File: src/rtl/datapath_pkg.sv
// Shared constants and types for the decade counter datapath.
package datapath_pkg;
  localparam int COUNT_W   = 4;
  localparam int COUNT_MOD = 10;
  localparam int COUNT_MAX = COUNT_MOD - 1;

  typedef logic [COUNT_W-1:0] count_t;
endpackage

File: src/rtl/datapath_mod_counter.sv
// Generic modulo-N up-counter with synchronous active-low clear.
import datapath_pkg::*;

module mod_counter #(
  parameter int MOD = COUNT_MOD,
  parameter int W   = COUNT_W
) (
  input  logic         i_clk,
  input  logic         i_clr_n,
  output logic [W-1:0] o_cnt
);
  localparam logic [W-1:0] LP_MAX = W'(MOD - 1);

  logic [W-1:0] r_cnt_q = '0;
  logic         w_wrap;

  // >= rather than == so a corrupted out-of-range value recovers to 0
  assign w_wrap = (r_cnt_q >= LP_MAX);

  always_ff @(posedge i_clk) begin
    if (!i_clr_n)    r_cnt_q <= '0;
    else if (w_wrap) r_cnt_q <= '0;
    else             r_cnt_q <= r_cnt_q + W'(1);
  end

  assign o_cnt = r_cnt_q;
endmodule

File: src/rtl/datapath.sv
// Decade counter datapath; DATAPATH_CHECK_EN compiles in simulation-only step checks.
import datapath_pkg::*;

module datapath #(
  parameter int MODULO = COUNT_MOD,
  parameter int WIDTH  = COUNT_W
) (
  input  logic             clk,
  input  logic             reset,
  output logic [WIDTH-1:0] count
);
  if (MODULO < 2 || MODULO > 16 || (2 ** WIDTH) < MODULO) begin : g_bad_cfg
    $error("datapath: illegal MODULO/WIDTH combination");
  end

  mod_counter #(
    .MOD (MODULO),
    .W   (WIDTH)
  ) u_cnt (
    .i_clk   (clk),
    .i_clr_n (reset),
    .o_cnt   (count)
  );

`ifdef DATAPATH_CHECK_EN
  localparam logic [WIDTH:0]   LP_MOD = (WIDTH+1)'(MODULO);
  localparam logic [WIDTH-1:0] LP_MAX = WIDTH'(MODULO - 1);

  logic [WIDTH-1:0] r_chk_prev = '0;
  logic             r_chk_rst  = 1'b0;
  logic             r_chk_vld  = 1'b0;

  always_ff @(posedge clk) begin
    r_chk_prev <= count;
    r_chk_rst  <= reset;
    r_chk_vld  <= 1'b1;
  end

  // count here is the result of the previous edge; r_chk_* hold what that edge saw
  always @(posedge clk) begin
    if ({1'b0, count} >= LP_MOD)
      $error("datapath: count %0d out of range", count);
    if (r_chk_vld && !r_chk_rst && count != '0)
      $error("datapath: count %0d not cleared by reset", count);
    if (r_chk_vld && r_chk_rst && r_chk_prev <= LP_MAX &&
        !((count == r_chk_prev + WIDTH'(1)) || (r_chk_prev == LP_MAX && count == '0)))
      $error("datapath: bad step %0d -> %0d", r_chk_prev, count);
  end
`endif
endmodule

File: config.mk
export PLATFORM = sky130hd
export DESIGN_NAME = datapath
export DESIGN_NICKNAME = d
export VERILOG_FILES = /design/src/rtl/datapath_pkg.sv /design/src/rtl/datapath_mod_counter.sv /design/src/rtl/datapath.sv
export SDC_FILE = /design/constraint.sdc
export NUM_CORES = 1
export LEC_CHECK = 0
export ABC_AREA = 1
export CELL_PAD_IN_SITES_DETAIL_PLACEMENT = 2
export CELL_PAD_IN_SITES_GLOBAL_PLACEMENT = 2
export CORE_AREA = 5 5 42 44
export DETAILED_ROUTE_END_ITERATION = 12
export DIE_AREA = 0 0 47 49
export HOLD_SLACK_MARGIN = 0.06
export PLACE_DENSITY_LB_ADDON = 0.1
export SYNTH_ARGS = -nofsm -noshare
export SYNTH_HDL_FRONTEND = slang
export SYNTH_SLANG_ARGS = --single-unit
File: constraint.sdc
create_clock -name clk -period 1.27 [get_ports clk]
set_clock_uncertainty 0.1 [all_clocks]
set_input_delay 0.1905 -clock clk [delete_from_list [all_inputs] [get_ports clk]]
set_output_delay 0.1905 -clock clk [all_outputs]
set_load 0.02 [all_outputs]
After elaboration in Yosys (flattened, before gate mapping)
Index checks and enable logic that the tools add are counted.
{ "classes": {"bitwise": 1, "n_lt_le_gt_ge": 1, "n_addsub": 1, "n_reduce_logical": 1} }
{ "op_table": {"columns": ["cell", "n"], "rows": [
  ["adder 4 x 1 -> 4 bit, second input constant", 1],
  [">= comparator 4 bit, second input constant", 1],
  ["OR reduction 2 bit", 1],
  ["inverter 1 bit", 1]
]} }
{ "totals": {"output_inout_bits": 4, "word_cells": 5, "in_bits": 2, "ff_bits": 4} }

Depth between registers and ports, before layout
Gate-level depths: netlist of the first run.
{ "logic_depth": {"depth_word": 2, "ltp_mapped": 7, "depth_no_buf": 7} }

Worst setup path after synthesis of the first run
OpenSTA, ideal clock, no wires.
{ "synth_path": {"path_kind": "register to register", "startpoint": "register u_cnt.r_cnt_q[0], in the netlist u_cnt.o_cnt[0]", "endpoint": "register u_cnt.r_cnt_q[0], in the netlist u_cnt.o_cnt[0]", "path_stages_with_launch": 7, "t_arrival_ps": 996, "path_buffers": 0, "required_ps": 1040, "setup_slack_ps": 45, "setup_time_ps": 130, "synth_period_minus_slack_ps": 1225, "cell_sequence": "dfxtp_1 inv_1 ha_1 nand2_1 nand2_1 nand2_2 nor2_1"} }
{ "synth_between": {"elab_chain_len": 2, "elab_cells_between_ends": 3, "classes_between": "add/sub (1); order compare (1); reduce/logical (1)"} }
{ "synth_rtl": {"columns": ["item", "line", "rtl"], "rows": [
  ["start, declared", "datapath_mod_counter.sv:14", "logic [W-1:0] r_cnt_q = '0;"],
  ["start signal, assigned", "datapath_mod_counter.sv:23", "else r_cnt_q <= r_cnt_q + W'(1);"],
  [">= comparator 4 bit", "datapath_mod_counter.sv:18", "assign w_wrap = (r_cnt_q >= LP_MAX);"],
  ["OR reduction 2 bit (no source line)", null, null]
]} }
Several ways; a longest one is shown, not always the timed one.
A chain may end at the register's enable or synchronous reset.

Worst setup path after layout of the first run
{ "layout_path": {"startpoint": "register u_cnt.r_cnt_q[1], in the netlist u_cnt.o_cnt[1]", "endpoint": "output port count[1]"} }
{ "layout_lines": {"columns": ["item", "line", "rtl"], "rows": [
  ["end, declared", "datapath.sv:10", "output logic [WIDTH-1:0] count"]
]} }
No word-level cell between the ends.

==> impl_metrics.py, run 1 <==
metrics = {
    "run_status": {
        "result_of_the_run": "finished, final reports clean",
    },
    "placed_design": {
        "gp_routability_congestion": 0.657,
        "place_hpwl_um": 387,
        "io_buffer_count": 5,
        "dp_cells": 49,
        "pre_cts_setup_slack_ns": -0.00871,
        "detailed_place.area_um2": 293,
    },
    "synthesis": {
        "fraction_of_the_mapped_netlist_area_in_adder_cells_pct": 19.5,
        "postSynthNetCount": 29,
        "yosys.area_share.xor_xnor_pct": 4.55,
        "synthesis.area_um2": 193,
        "synth-compound-area-share_pct": 0,
        "post_synth_and_or_nand_nor_area_fraction_pct": 26.6,
        "synth_top_family_by_area": "simple AND/OR/NAND/NOR gates",
        "synth_warnings": 0,
        "synthDistinctLibCells": 9,
        "syn_inst": 24,
        "synthMuxAreaShare_pct": 0,
        "synth_sequential_area_ratio_pct": 41.6,
        "syn_avg_cell_area_um2": 8.03,
        "ys_seq_elements": 4,
    },
    "layout": {
        "flow.area_growth_from_synthesis_pct": 80.5,
        "layout.cell_area.non_filler_um2": 348,
        "layout.cells.non_filler": 54,
        "final_nets": 45,
        "largest_reg_flops": 4,
        "layout.filler_cells": 173,
        "n_antenna_cell": 0,
        "share_of_cells_above_drive_strength_1_pct": 39.5,
        "finish.utilization_pct": 24.8,
        "mostFrequentLayoutCells": "buf_4 (5), nor2_1 (4), nand2_1 (4)",
        "most_common_library_cell_in_the_layout_ignoring_fill_and_taps": "buf_4",
    },
    "clock_network": {
        "cts_tree": "yes",
        "clock_sink_count": 4,
        "cts_hold_buf": 0,
        "cts-buffers-inserted": 3,
        "cts.root.buffer_cell": "clkbuf_4",
        "cts.path.max_buffers": 2,
        "cts_clk_pin_slew_worst_paths_ns": 0.04,
        "clkLatencyLatePin_ns": 0.24,
        "cts_htree_levels": 1,
    },
    "sta": {
        "worst_pin_slew_ns": 0.209,
        "finalSetupTns_ns": 0,
        "setup_violations": 0,
        "clock.fmax_mhz": 840,
        "postLayoutSetupSlackWorst_ns": 0.0792,
        "unrepaired_setup_endpoints_after_global_routing": "no",
        "report.final.slew_viol_count": 0,
        "max-slew-margin-rel_pct": 86.1,
        "hold_violations": 0,
        "fin_crit_ns": 1.19,
        "period_share_pct": 93.8,
    },
    "power_and_ir_drop": {
        "power-per-cell-area_mw_per_mm2": 1130,
        "p_leak_uw": 0.000169,
        "irDropWorstVdd_mv": 0.261,
    },
    "global_route": {
        "grt_max_degree": 7,
        "antenna_found_initial": 0,
        "grt.total_usage_pct": 5.55,
        "grt_pass1_vias": 230,
        "global_route_wire_length_before_repair_um": 855,
        "total_gr_overflow": 0,
    },
    "floorplanning": {
        "row_count": 14,
        "die_h_um": 49,
        "pin_count": 6,
        "die_w_um": 47,
        "initial_core_util_pct": 13.8,
        "dieArea_mm2": 0.00230,
        "core-area_mm2": 0.00140,
    },
    "worst_setup_path": {
        "critical_path.top_delay_family": "flip-flops",
        "critical_path.max_stage_delay_ns": 0.35,
        "critPathKind": "reg2out",
        "crit_arrival_ns": 0.90,
        "cp.required_ns": 0.98,
        "critPathBufInv": 1,
        "critical_path.max_fanout": 4,
        "worstSetupEndpointType": "output pin",
        "setup.worst_path.start_class": "register",
        "crit_path_cell_trace": "clkdlybuf4s15_1",
        "cp_slowest_cell": "dfxtp_2",
    },
    "routing": {
        "routedWlPerCell_um": 9.87,
        "drt.antenna.violating_nets": 0,
        "initialDrtViolationCount": 0,
        "route.detailed.vias_per_inst": 3.61,
        "totalWireLength_um": 533,
        "detail_route.first_pass.iterations": 1,
        "dr_total_vias": 195,
        "post-route-drc-count": 0,
    },
    "hold_path": {
        "hp-class": "in2reg",
    },
    "flow_run": {
        "max_cap_viol_count": 0,
    },
}
==> worst paths after layout <==
kind | start | to | slack, ns | depth (start not counted)
setup / recovery | u_cnt.o_cnt[1] | count[1] | 0.08 | 1
hold / removal | reset | u_cnt.o_cnt[1] | 0.46 | 3
setup reg to reg | u_cnt.o_cnt[0] | u_cnt.o_cnt[0] | 0.10 | 7
hold reg to reg | u_cnt.o_cnt[0] | u_cnt.o_cnt[0] | 0.51 | 3
==> power by group <==
part           switching [µW]  internal, µW  total [µW]
registers                6.91           136         143
clock network            60.3           106         167
logic                    42.7          41.4        84.1
==> per-layer routing <==
| metal | vias up | track usage, % | share of wire [%] |
|---|---|---|---|
| li1 | 100 | - | - |
| met1 | 91 | 5.01 | 40 |
| met2 | 4 | 7.69 | 52 |
| met3 | 0 | 2.58 | 8.1 |
| met4 | 0 | 6.91 | 0 |
| met5 | - | 0 | 0 |
==> layout make-up <==
cell class	count	area, µm²	share of cell area [%]
multi-input cells	16	113	32.4
repair buffers	11	95.1	27.3
flip-flops and latches	4	82.6	23.7
clock buffers	3	22.5	6.47
well taps	16	20.0	5.76
inverters	4	15.0	4.32
==> Yosys cell counts <==
cell type  number  area share (%)
dfxtp_1         4              42
nand4_1         1             3.2
xnor2_1         1             4.5
inv_1           4             7.8
nand2_2         1             3.2
nor2_1          5             9.7
nand3_1         1             2.6
nand2_1         4             7.8
ha_1            3              19
==> cell families after synthesis <==
family / after synthesis
and+or+nand+nor: 12
buffers and inverters: 4
DFF: 4
adders and majority gates: 3
xor gates and xnor gates: 1
==> per-stage QoR <==
stage	hold WS, ns	power, µW
after floorplan	0.243	180
after global placement	0.448	218
after detailed placement	0.461	220
after CTS	0.466	388
after global routing	0.478	419
final	0.459	393
==> what timing repair did <==
item,CTS,global route
pin swaps,0,5
endpoints found under the setup margin,4,4
buffers inserted,0,2
gates resized for setup,5,7
endpoints found under the hold margin,0,0
Power figures use the tool's default switching activity.
==> run 2: changes to the inputs <==
--- a/config.mk
+++ b/config.mk
@@ -6,6 +6,7 @@
 export NUM_CORES = 1
 export LEC_CHECK = 0
 export ABC_AREA = 1
+export CAP_MARGIN = 10
 export CELL_PAD_IN_SITES_DETAIL_PLACEMENT = 2
 export CELL_PAD_IN_SITES_GLOBAL_PLACEMENT = 2
 export CORE_AREA = 5 5 42 44
==> results of run 2 <==
No change in the layout: final DEF, timing and power equal those of run 1.
==> patch (flow settings as in run 1) <==
Set the package constant `COUNT_W` to 5 (it was 4).
--- a/src/rtl/datapath_pkg.sv
+++ b/src/rtl/datapath_pkg.sv
@@ -1,6 +1,6 @@
 // Shared constants and types for the decade counter datapath.
 package datapath_pkg;
-  localparam int COUNT_W   = 4;
+  localparam int COUNT_W   = 5;
   localparam int COUNT_MOD = 10;
   localparam int COUNT_MAX = COUNT_MOD - 1;
 
Ports: changed (resized count); port bits go from 6 to 7. No check against the original RTL was run, so the function may have changed too.
==> patch against run 1 <==
- area after synthesis up 12%
- fmax down 2.0%
- critical endpoint is now count[4]
- largest power group unchanged
- synthesized cell count is 8.3% higher
- sequential share of layout area grew 2.1 points
- final cell count grew 9.3%
- critical path type unchanged
- non-clock buffer count rose by 2
- combinational power down 36%
- wire length increased by 9.0%
- die area is the same
- worst setup slack got worse by 0.024 ns
- first-iteration DRC count is 2 higher
- sequential cell count up 1
- final area increased by 14%
- power grew 2.7%
==> patch: results <==
set metrics [dict create \
    run_status "completed" \
    synthesis.nets 30 \
    cp_slowest_cell "sky130_fd_sc_hd__dfxtp_1" \
    gp_routability_congestion 0.6834 \
    min_path_type "reg -> reg" \
    grt_pass1_wl_um 986 \
    vdd_ir_max_mv 0.3522 \
    cellLeakagePower_nw 0.1854 \
    synthTopCellsByArea "sky130_fd_sc_hd__dfxtp_1, sky130_fd_sc_hd__ha_1, sky130_fd_sc_hd__nor2_1" \
    vias 229 \
    detailedRoute.firstPassIterationCount 2 \
    number_of_flip_flops_in_the_largest_register 5 \
    synth_sequential_area_ratio_pct 46.51 \
    ff2ff_path_depth 5 \
    number_of_global_route_vias_before_repair 255 \
    max_stage_delay_ns 0.37 \
    global_route.usage.total_pct 6.399 \
    adder_cell_fraction_of_synth_area_pct 11.63 \
    port-buffer-count 6 \
    synth_edf_count 0 \
    post_route_cells_drive_above_1_share_pct 41.86 \
    fillerInstances 172 \
    detailed_place.area_um2 325.3 \
    switching_fraction_pct 23.33 \
    hold_path_depth 2 \
    yosys-top-cells-count "sky130_fd_sc_hd__nor2_1, sky130_fd_sc_hd__dfxtp_1, sky130_fd_sc_hd__nand2_1, sky130_fd_sc_hd__inv_1, sky130_fd_sc_hd__ha_1" \
    arrival_ns 0.92 \
    path_max_fanout 2 \
    initialDrtViolationCount 2 \
    xor_xnor_fraction_of_synth_area_pct 4.070 \
]
[patch: cell types whose count changed after synthesis]
| cell | change |
|---|---|
| sky130_fd_sc_hd__dfxtp_1 | +1 |
| sky130_fd_sc_hd__nor2_1 | +1 |
| sky130_fd_sc_hd__inv_1 | -1 |
| sky130_fd_sc_hd__ha_1 | -1 |
| sky130_fd_sc_hd__conb_1 | +1 |
| sky130_fd_sc_hd__nor2_4 | +1 |
[patch: timing repair]
item / in CTS / in global routing
resized for setup: 5 / 10
setup buffers: 0 / 3
pin swaps: 0 / 5
setup endpoints to repair: 5 / 6
[patch: tightest hold or removal path: cells and delay by family (launching register included)]
kind                   cells  cell delay [ns]
buffers and inverters      1             0.11
flip-flops                 1             0.32
AND/OR/NAND/NOR            1             0.04
[patch: power by group through the flow]
stage               logic [W]  clock network (W)  registers (W)
floorplan           0.0000126                  0       0.000177
global placement    0.0000413                  0       0.000168
detailed placement  0.0000423                  0       0.000169
CTS                 0.0000395           0.000193       0.000166
global route        0.0000591           0.000211       0.000167
finish              0.0000537           0.000184       0.000167
[patch: stage by stage]
stage,std cells,worst slack [ns],TNS [ns]
floorplan,26,0.06016,0
global placement,52,0.005670,0
detailed placement,52,-0.001842,-0.001842
CTS,56,0.01529,0
global route,59,0.001632,0
finish,59,0.05528,0
[patch: final timing paths]
kind | from | slack (ns) | end
min | u_cnt.o_cnt[0] | 0.41 | u_cnt.o_cnt[0]
max | u_cnt.o_cnt[4] | 0.06 | count[4]
max reg2reg | u_cnt.o_cnt[0] | 0.06 | u_cnt.o_cnt[2]
min reg2reg | u_cnt.o_cnt[0] | 0.41 | u_cnt.o_cnt[0]
[patch: per-layer routing]
layer	share of wire, %	track usage (%)	up-vias
met2	58	10.63	6
li1	-	-	112
met4	2.9	5.530	0
met3	5.7	3.321	2
met5	0	0	-
met1	33	5.033	109
[patch: cells by family (layout without fill, tap and decap cells)]
| kind of cell | count (synthesis) | after routing |
|---|---|---|
| and+or+nand+nor | 14 | 14 |
| other | 1 | 1 |
| DFF | 5 | 5 |
| xor gates and xnor gates | 1 | 1 |
| buffers and inverters | 3 | 20 |
| adders and majority gates | 2 | 2 |
[patch: cell type report]
| class | instances | area, um2 | area share, % |
|---|---|---|---|
| clock buffers | 4 | 26.28 | 6.625 |
| inverters | 3 | 11.26 | 2.839 |
| multi-input cells | 18 | 123.9 | 31.23 |
| flip-flops and latches | 5 | 102.6 | 25.87 |
| well taps | 16 | 20.02 | 5.047 |
| repair buffers | 13 | 112.6 | 28.39 |
